**config.mk**
```make
export PLATFORM = sky130hd
export DESIGN_NAME = div19sx8s
export DESIGN_NICKNAME = d
export VERILOG_FILES = /design/src/rtl/div19sx8s.sv
export SDC_FILE = /design/constraint.sdc
export NUM_CORES = 1
export LEC_CHECK = 0
export BUFFER_PORTS_ARGS = -buffer_cell sky130_fd_sc_hd__buf_2
export CORE_AREA = 2 2 95 97
export DETAILED_ROUTE_END_ITERATION = 8
export DIE_AREA = 0 0 97 99
export PLACE_DENSITY_LB_ADDON = 0.1
export SYNTH_ARGS = -nofsm -noshare
export SYNTH_HDL_FRONTEND = slang
export SYNTH_SLANG_ARGS = --single-unit
```
**constraint.sdc**
```tcl
create_clock -name clk -period 2.5 [get_ports clk]
set_input_delay 0 -clock clk [delete_from_list [all_inputs] [get_ports clk]]
set_output_delay 0 -clock clk [all_outputs]
set_load 0.005 [all_outputs]
```
**src/rtl/div19sx8s.sv**
```systemverilog
// Signed 19-bit / 8-bit restoring divider, one quotient bit per clock, truncating toward zero.
// Latency: done pulses 20 cycles after the accepting start edge; next start is accepted in the done cycle.
// Backpressure: one operation in flight; start while busy is ignored and operands are not sampled.
module div19sx8s (
    input  logic        clk,
    input  logic        rst,
    input  logic        start,
    input  logic [18:0] dividend,
    input  logic [7:0]  divisor,
    output logic        busy,
    output logic        done,
    output logic [18:0] quotient,
    output logic [7:0]  remainder,
    output logic        div_zero,
    output logic        ovf
);

    typedef enum logic [1:0] {
        S_IDLE = 2'd0,
        S_DIV  = 2'd1,
        S_FIX  = 2'd2
    } state_t;

    state_t      state_q, state_d;
    logic [4:0]  cnt_q, cnt_d;
    logic [18:0] dvd_sh_q, dvd_sh_d;
    logic [7:0]  dsr_mag_q, dsr_mag_d;
    logic [7:0]  r_q, r_d;
    logic [18:0] qm_q, qm_d;
    logic        q_neg_q, q_neg_d;
    logic        r_neg_q, r_neg_d;
    logic        dz_case_q, dz_case_d;
    logic        ovf_case_q, ovf_case_d;

    logic        busy_q, busy_d;
    logic        done_q, done_d;
    logic [18:0] quotient_q, quotient_d;
    logic [7:0]  remainder_q, remainder_d;
    logic        div_zero_q, div_zero_d;
    logic        ovf_q, ovf_d;

    logic [8:0]  r_sh;
    logic [8:0]  r_diff;

    always_comb begin
        state_d     = state_q;
        cnt_d       = cnt_q;
        dvd_sh_d    = dvd_sh_q;
        dsr_mag_d   = dsr_mag_q;
        r_d         = r_q;
        qm_d        = qm_q;
        q_neg_d     = q_neg_q;
        r_neg_d     = r_neg_q;
        dz_case_d   = dz_case_q;
        ovf_case_d  = ovf_case_q;
        busy_d      = busy_q;
        done_d      = 1'b0;
        quotient_d  = quotient_q;
        remainder_d = remainder_q;
        div_zero_d  = div_zero_q;
        ovf_d       = ovf_q;
        r_sh        = {r_q, dvd_sh_q[18]};
        r_diff      = r_sh - {1'b0, dsr_mag_q};

        case (state_q)
            S_IDLE: begin
                if (start) begin
                    // Magnitudes are taken unsigned so the most negative operands map cleanly.
                    dvd_sh_d   = dividend[18] ? (~dividend + 19'd1) : dividend;
                    dsr_mag_d  = divisor[7] ? (~divisor + 8'd1) : divisor;
                    q_neg_d    = dividend[18] ^ divisor[7];
                    r_neg_d    = dividend[18];
                    dz_case_d  = (divisor == 8'h00);
                    ovf_case_d = (dividend == 19'h40000) && (divisor == 8'hFF);
                    r_d        = 8'h00;
                    qm_d       = 19'h00000;
                    cnt_d      = 5'd18;
                    busy_d     = 1'b1;
                    state_d    = S_DIV;
                end
            end

            S_DIV: begin
                // r_q < |divisor| <= 128 keeps r_sh below 256, so r_diff[8] is a clean borrow.
                if (!r_diff[8]) begin
                    r_d  = r_diff[7:0];
                    qm_d = {qm_q[17:0], 1'b1};
                end else begin
                    r_d  = r_sh[7:0];
                    qm_d = {qm_q[17:0], 1'b0};
                end
                dvd_sh_d = {dvd_sh_q[17:0], 1'b0};
                if (cnt_q == 5'd0) begin
                    state_d = S_FIX;
                end else begin
                    cnt_d = cnt_q - 5'd1;
                end
            end

            S_FIX: begin
                busy_d  = 1'b0;
                done_d  = 1'b1;
                state_d = S_IDLE;
                if (dz_case_q) begin
                    quotient_d  = 19'h00000;
                    remainder_d = 8'h00;
                    div_zero_d  = 1'b1;
                    ovf_d       = 1'b0;
                end else if (ovf_case_q) begin
                    quotient_d  = 19'h3FFFF;
                    remainder_d = 8'h00;
                    div_zero_d  = 1'b0;
                    ovf_d       = 1'b1;
                end else begin
                    // Negating a zero magnitude yields zero, so no sign appears on a zero result.
                    quotient_d  = q_neg_q ? (~qm_q + 19'd1) : qm_q;
                    remainder_d = r_neg_q ? (~r_q + 8'd1) : r_q;
                    div_zero_d  = 1'b0;
                    ovf_d       = 1'b0;
                end
            end

            default: begin
                busy_d  = 1'b0;
                state_d = S_IDLE;
            end
        endcase
    end

    always_ff @(posedge clk) begin
        if (rst) begin
            state_q     <= S_IDLE;
            cnt_q       <= 5'd0;
            dvd_sh_q    <= 19'h00000;
            dsr_mag_q   <= 8'h00;
            r_q         <= 8'h00;
            qm_q        <= 19'h00000;
            q_neg_q     <= 1'b0;
            r_neg_q     <= 1'b0;
            dz_case_q   <= 1'b0;
            ovf_case_q  <= 1'b0;
            busy_q      <= 1'b0;
            done_q      <= 1'b0;
            quotient_q  <= 19'h00000;
            remainder_q <= 8'h00;
            div_zero_q  <= 1'b0;
            ovf_q       <= 1'b0;
        end else begin
            state_q     <= state_d;
            cnt_q       <= cnt_d;
            dvd_sh_q    <= dvd_sh_d;
            dsr_mag_q   <= dsr_mag_d;
            r_q         <= r_d;
            qm_q        <= qm_d;
            q_neg_q     <= q_neg_d;
            r_neg_q     <= r_neg_d;
            dz_case_q   <= dz_case_d;
            ovf_case_q  <= ovf_case_d;
            busy_q      <= busy_d;
            done_q      <= done_d;
            quotient_q  <= quotient_d;
            remainder_q <= remainder_d;
            div_zero_q  <= div_zero_d;
            ovf_q       <= ovf_d;
        end
    end

    assign busy      = busy_q;
    assign done      = done_q;
    assign quotient  = quotient_q;
    assign remainder = remainder_q;
    assign div_zero  = div_zero_q;
    assign ovf       = ovf_q;

endmodule

```
* After elaboration in Yosys (flattened, before gate mapping)
Index checks and enable logic that the tools add are counted.
** Storage, ports and cells
- Bits in registers :: 96
- Bits in latches :: 0
- Bits in writable memories :: 0
- Memory bits (read-only) :: 0
- Input port bits :: 30
- Output and inout bits :: 31
- Logic and storage cells :: 73
- Memories :: 0
** Cells by class
- $add $sub $neg :: 6
- $mul :: 0
- Div/mod/pow operators :: 0
- $lt $le $gt $ge :: 0
- Eq/ne operators :: 7
- Shifts and indexed selects :: 0
- Mux-type cells :: 28
- Bitwise logic cells :: 6
- Reductions and logical operators :: 10
** Operators by type and width (number)
- 19-bit 2-to-1 mux :: 6
- 19-bit one-hot mux with 2 select lines :: 2
- 8-bit 2-to-1 mux :: 6
- 19-bit by 1-bit adder with 19-bit output (second input constant) :: 2
- 19-bit NOT :: 2
- 19-bit equality test (second input constant) :: 1
- 8-bit by 1-bit adder with 8-bit output (second input constant) :: 2
- 8-bit NOT :: 2
- 8-bit one-hot mux with 2 select lines :: 1
- 5-bit 2-to-1 mux :: 2
- 5-bit one-hot mux with 2 select lines :: 1
- 9-bit by 8-bit subtractor with 9-bit output :: 1
- 8-bit equality test (second input constant) :: 1
- 8-bit logical NOT :: 1
- 2-bit AND reduction :: 4
- 1-bit 2-to-1 mux :: 6
- 2-bit inequality test (second input constant) :: 3
- 5-bit logical NOT :: 1
- 5-bit by 1-bit subtractor with 5-bit output (second input constant) :: 1
- 2-bit 2-to-1 mux :: 2
- 2-bit one-hot mux with 2 select lines :: 1
- 3-bit AND reduction :: 1
- 2-bit by 1-bit equality test with 1-bit output (second input constant) :: 1
- 2-bit equality test (second input constant) :: 1
- 6 further kinds :: 6

* Depth between registers and ports, before layout
- Depth after elaboration :: 5
- Gate-level depth with buffers :: 11
- Gate-level depth less buffers :: 10

* Worst setup path after synthesis
No wires, ideal clock.
- Path type :: register to register
- Start :: reg qm_q[2]
- End :: reg quotient_q[18] (netlist: quotient[18])
- Setup time :: 0.117 ns
- Arrival time :: 2.134 ns
- Data required time :: 2.383 ns
- Slack :: 0.249 ns
- Cell stages (with the launch flop) :: 7
- Buffers on the path :: 0
- Period minus slack after synthesis :: 2.251 ns
- Cells stage by stage :: dfxtp_1 -> or3_4 -> or3b_4 -> or4_4 -> o41ai_4 -> xnor2_1 -> a32o_1
** On the way
- Longest elaborated chain between the ends :: 5
** RTL lines
- from (decl) :: RTL line 29 : logic [18:0] qm_q, qm_d;
- from (signal assigned) :: RTL line 154 : qm_q <= qm_d;
- 19-bit NOT :: RTL line 116 : quotient_d = q_neg_q ? (~qm_q + 19'd1) : qm_q;
- 19-bit by 1-bit adder with 19-bit output :: RTL line 116
- 19-bit 2-to-1 mux :: RTL line 116
- 19-bit 2-to-1 mux :: RTL line 109 : end else if (ovf_case_q) begin
- 19-bit 2-to-1 mux :: RTL line 104 : if (dz_case_q) begin
- to (signal assigned) :: RTL line 161 : quotient_q <= quotient_d;
- to (decl) :: RTL line 37 : logic [18:0] quotient_q, quotient_d;
Every way passes these cells.
A chain may end at the register's enable or synchronous reset.

* Worst setup path in the final report
- Start :: reg qm_q[2]
- End :: reg quotient_q[12] (netlist: quotient[12])
Same word-level chain as after synthesis.

==> impl_metrics.prom <==
# TYPE chip_impl_metric gauge
chip_impl_metric{name="initialDrtViolationCount",unit=""} 198
chip_impl_metric{name="layout.cells.non_filler",unit=""} 746
chip_impl_metric{name="final_min_period_over_clock_period",unit="%"} 95.0
chip_impl_info{name="worst_r2r_startpoint",value="qm_q[2]$_SDFFE_PP0P_"} 1
chip_impl_metric{name="groute.layer.met2.usage",unit="%"} 38.8
chip_impl_metric{name="ys_seq_area_share",unit="%"} 39.3
chip_impl_metric{name="areaGrowthSynthToFinish",unit="%"} 14.6
chip_impl_metric{name="avg_inst_size_synth",unit="um2"} 8.57
chip_impl_metric{name="first_global_vias",unit=""} 4034
chip_impl_info{name="cp-end-kind",value="flip-flop"} 1
chip_impl_info{name="path_class",value="reg -> reg"} 1
chip_impl_metric{name="syn_inst",unit=""} 570
chip_impl_metric{name="wire_per_inst",unit="um"} 14.7
chip_impl_metric{name="synth_cell_type_count",unit=""} 58
chip_impl_metric{name="drt_pre_antenna_iters",unit=""} 5
chip_impl_metric{name="grt_start_max_net_pins",unit=""} 53
chip_impl_metric{name="max_freq",unit="MHz"} 421
chip_impl_metric{name="ys_seq_elements",unit=""} 96
chip_impl_metric{name="max_slew_margin",unit="%"} 25.8
chip_impl_metric{name="vdd_drop_max",unit="V"} 0.000518
chip_impl_metric{name="insertion_delay",unit="ns"} 0.36
chip_impl_metric{name="finalSetupViolations",unit=""} 0
chip_impl_info{name="root_buffer",value="sky130_fd_sc_hd__clkbuf_8"} 1
chip_impl_info{name="synth_ff_type",value="sky130_fd_sc_hd__dfxtp_1"} 1
chip_impl_metric{name="numPortBuffers",unit=""} 60
chip_impl_metric{name="cts.htree.levels",unit=""} 3
chip_impl_metric{name="layout.area.seq",unit="um2"} 1920
chip_impl_metric{name="postCtsHoldBufs",unit=""} 15
chip_impl_metric{name="global_route.usage.total",unit="%"} 22.9
chip_impl_metric{name="route.detailed.drc",unit=""} 0
chip_impl_metric{name="period_needed",unit="ns"} 2.38
chip_impl_metric{name="chipWidth",unit="um"} 97
chip_impl_metric{name="starting_utilization_of_the_core_area",unit="%"} 57.1
chip_impl_metric{name="antenna_left",unit=""} 0
chip_impl_metric{name="timing.critical_path.buf_inv",unit=""} 0
chip_impl_metric{name="finalHoldViolations",unit=""} 0
chip_impl_metric{name="cts_num_sinks",unit=""} 96
chip_impl_metric{name="dr_total_vias",unit=""} 4295
chip_impl_metric{name="drv_cap",unit=""} 0
chip_impl_metric{name="finalClockSkew",unit="ns"} 0.0133
chip_impl_metric{name="powerDensity",unit="nW/um2"} 735
chip_impl_metric{name="detail_route.wirelength",unit="um"} 11000
chip_impl_info{name="cts_tree",value="built"} 1
chip_impl_metric{name="cp_max_fo",unit=""} 6
chip_impl_metric{name="grt_pass1_wl",unit="um"} 18400
chip_impl_metric{name="worst_ep_required",unit="ns"} 2.75
chip_impl_info{name="holdCritPathClass",value="in -> reg"} 1
chip_impl_metric{name="core_outline_area",unit="um2"} 8550
chip_impl_metric{name="critPathArrivalTime",unit="ns"} 2.62
chip_impl_info{name="busiest_layer",value="met2"} 1
chip_impl_metric{name="initial_antenna_violation_count",unit=""} 1
chip_impl_metric{name="final_max_slew_viol_count",unit=""} 0
chip_impl_metric{name="vias_per_cell",unit=""} 5.76
chip_impl_metric{name="ys_async_rst_share",unit="%"} 0
chip_impl_metric{name="synth.cell_area",unit="um2"} 4890
chip_impl_info{name="critical_path.top_delay_family",value="simple AND/OR/NAND/NOR gates"} 1
chip_impl_info{name="critical_path.startpoint",value="qm_q[2]$_SDFFE_PP0P_"} 1
chip_impl_metric{name="worst-slew-pin-transition",unit="ns"} 1.10
chip_impl_metric{name="postCtsSetupBuffers",unit=""} 0
chip_impl_metric{name="syn-num-nets",unit=""} 616
chip_impl_info{name="critical_path.cell_chain",value="or3_4 > or3b_4 > or4_4 > o41ai_1 > xor2_1 > o21ai_0"} 1
chip_impl_info{name="run_status",value="finished clean"} 1
chip_impl_metric{name="floorplan.die.height",unit="um"} 99
chip_impl_info{name="most-common-layout-cells",value="96 x sky130_fd_sc_hd__dfxtp_1, 64 x sky130_fd_sc_hd__nand2_1, 60 x sky130_fd_sc_hd__buf_2"} 1
chip_impl_metric{name="layout-drive-gt1-share",unit="%"} 15.7
chip_impl_info{name="layout.cells.most_common",value="sky130_fd_sc_hd__dfxtp_1"} 1
chip_impl_metric{name="layout.filler_cells",unit=""} 756
chip_impl_metric{name="postCtsResizedCells",unit=""} 0
chip_impl_metric{name="slowest_delay",unit="ns"} 0.48
chip_impl_metric{name="p_leak",unit="nW"} 2.37
chip_impl_info{name="hold_sp",value="divisor[1]"} 1
chip_impl_metric{name="io_pins",unit=""} 61
chip_impl_metric{name="clkTransAtPathRegs",unit="ns"} 0.10
chip_impl_metric{name="dieArea",unit="um2"} 9600
chip_impl_metric{name="use_met1",unit="%"} 29.8
chip_impl_info{name="critical-path-slowest-cell",value="sky130_fd_sc_hd__or4_4"} 1
chip_impl_info{name="rsz_0062_raised_after_global_routing",value="false"} 1
chip_impl_metric{name="synth_enable_flop_cells",unit=""} 0
chip_impl_info{name="worst_setup_path_start_kind",value="flip-flop"} 1
chip_impl_metric{name="cts_buffers",unit=""} 9
chip_impl_metric{name="cts_buffer_depth",unit=""} 2
chip_impl_metric{name="ys_warn_count",unit=""} 0
chip_impl_metric{name="gp_congestion",unit=""} 0.826
chip_impl_metric{name="final_net_count",unit=""} 678
chip_impl_metric{name="placementRows",unit=""} 34
chip_impl_metric{name="placed_cells_incl_taps",unit=""} 714
chip_impl_metric{name="multiInputGateArea",unit="um2"} 2710
chip_impl_metric{name="summed_negative_setup_slack_over_all_endpoints",unit="ns"} 0
chip_impl_metric{name="globalRouteMet3Util",unit="%"} 3.48
chip_impl_metric{name="post-dp-hpwl",unit="um"} 7540
chip_impl_metric{name="grt_overflow_total",unit=""} 0
cell type report:
cell class | instances | share of cell area (%)
antenna | 1 | 0.0447
clock buffer | 10 | 2.28
clock inverter | 6 | 1.25
inverter | 24 | 1.61
multi-input combinational | 413 | 48.3
sequential | 96 | 34.3
tap | 108 | 2.41
timing repair buffer | 88 | 9.79
registers in the layout, summed over array words and instances (netlist names):
register    count
busy            1
cnt_q           5
div_zero        1
done            1
dsr_mag_q       8
dvd_sh_q       19
dz_case_q       1
ovf             1
ovf_case_q      1
q_neg_q         1
qm_q           19
quotient       19
r_neg_q         1
r_q             8
remainder       8
state_q         2
where the power goes:
part           switching (mW)  internal (mW)  total [mW]
Combinational           0.749          0.553        1.30
Sequential              0.118           1.67        1.79
Clock                   0.561          0.466        1.03
synth_stat cells, drive strengths merged, types with 17 or more instances:
cell type	count	area [um2]
clkbuf	28	105
xnor2	24	210
nor2	48	180
o31ai	17	128
inv	24	90.1
nand2	64	240
xor2	26	228
o21ai	37	185
a22o	18	159
a21oi	20	100
dfxtp	96	1920
a22oi	22	165
through the flow:
step / hold WS, ns / utilization [%] / setup slack (ns) / power (mW) / cell area, um2
floorplan: 0.136 / - / 0.249 / 2.78 / 4890
global route: 0.0476 / 65.5 / 0.0523 / 4.37 / 5600
global placement: 0.310 / 61.4 / 0.171 / 3.04 / 5250
finish: 0.00499 / 65.5 / 0.124 / 4.11 / 5600
CTS: 0.00594 / 65.5 / 0.132 / 4.13 / 5600
detailed placement: 0.314 / 61.4 / 0.133 / 3.09 / 5250
worst reg2reg max path, delay by kind of cell, from the launching register on:
family,cells,cell delay (ns)
AO/OA/AOI/OAI,2,0.42
XOR/XNOR,1,0.18
flip-flops,1,0.37
AND/OR/NAND/NOR,3,1.30
worst paths after layout:
kind	to	slack [ns]	cells past startpoint
worst max register to register	quotient[12]$_SDFFE_PP0P_	0.12	6
worst min-delay path	dsr_mag_q[7]$_SDFFE_PP0P_	0.005	4
worst min register to register	quotient[13]$_SDFFE_PP0P_	0.44	2
worst max-delay path	quotient[12]$_SDFFE_PP0P_	0.12	6
per-layer routing:
| layer | share of wire (%) | vias up |
|---|---|---|
| met2 | 48 | 110 |
| met5 | 0 | - |
| met1 | 46 | 1999 |
| met3 | 4.7 | 14 |
| met4 | 1.4 | 0 |
| li1 | - | 2172 |
cell families after synthesis:
logic type,share of synthesized area (%)
buf+inv,5.40
simple gates,18.1
mux,1.23
compound gates,22.7
fa+ha+maj,4.25
flops,39.3
xor+xnor,8.96
No activity file was read; power rests on OpenSTA's default activity.
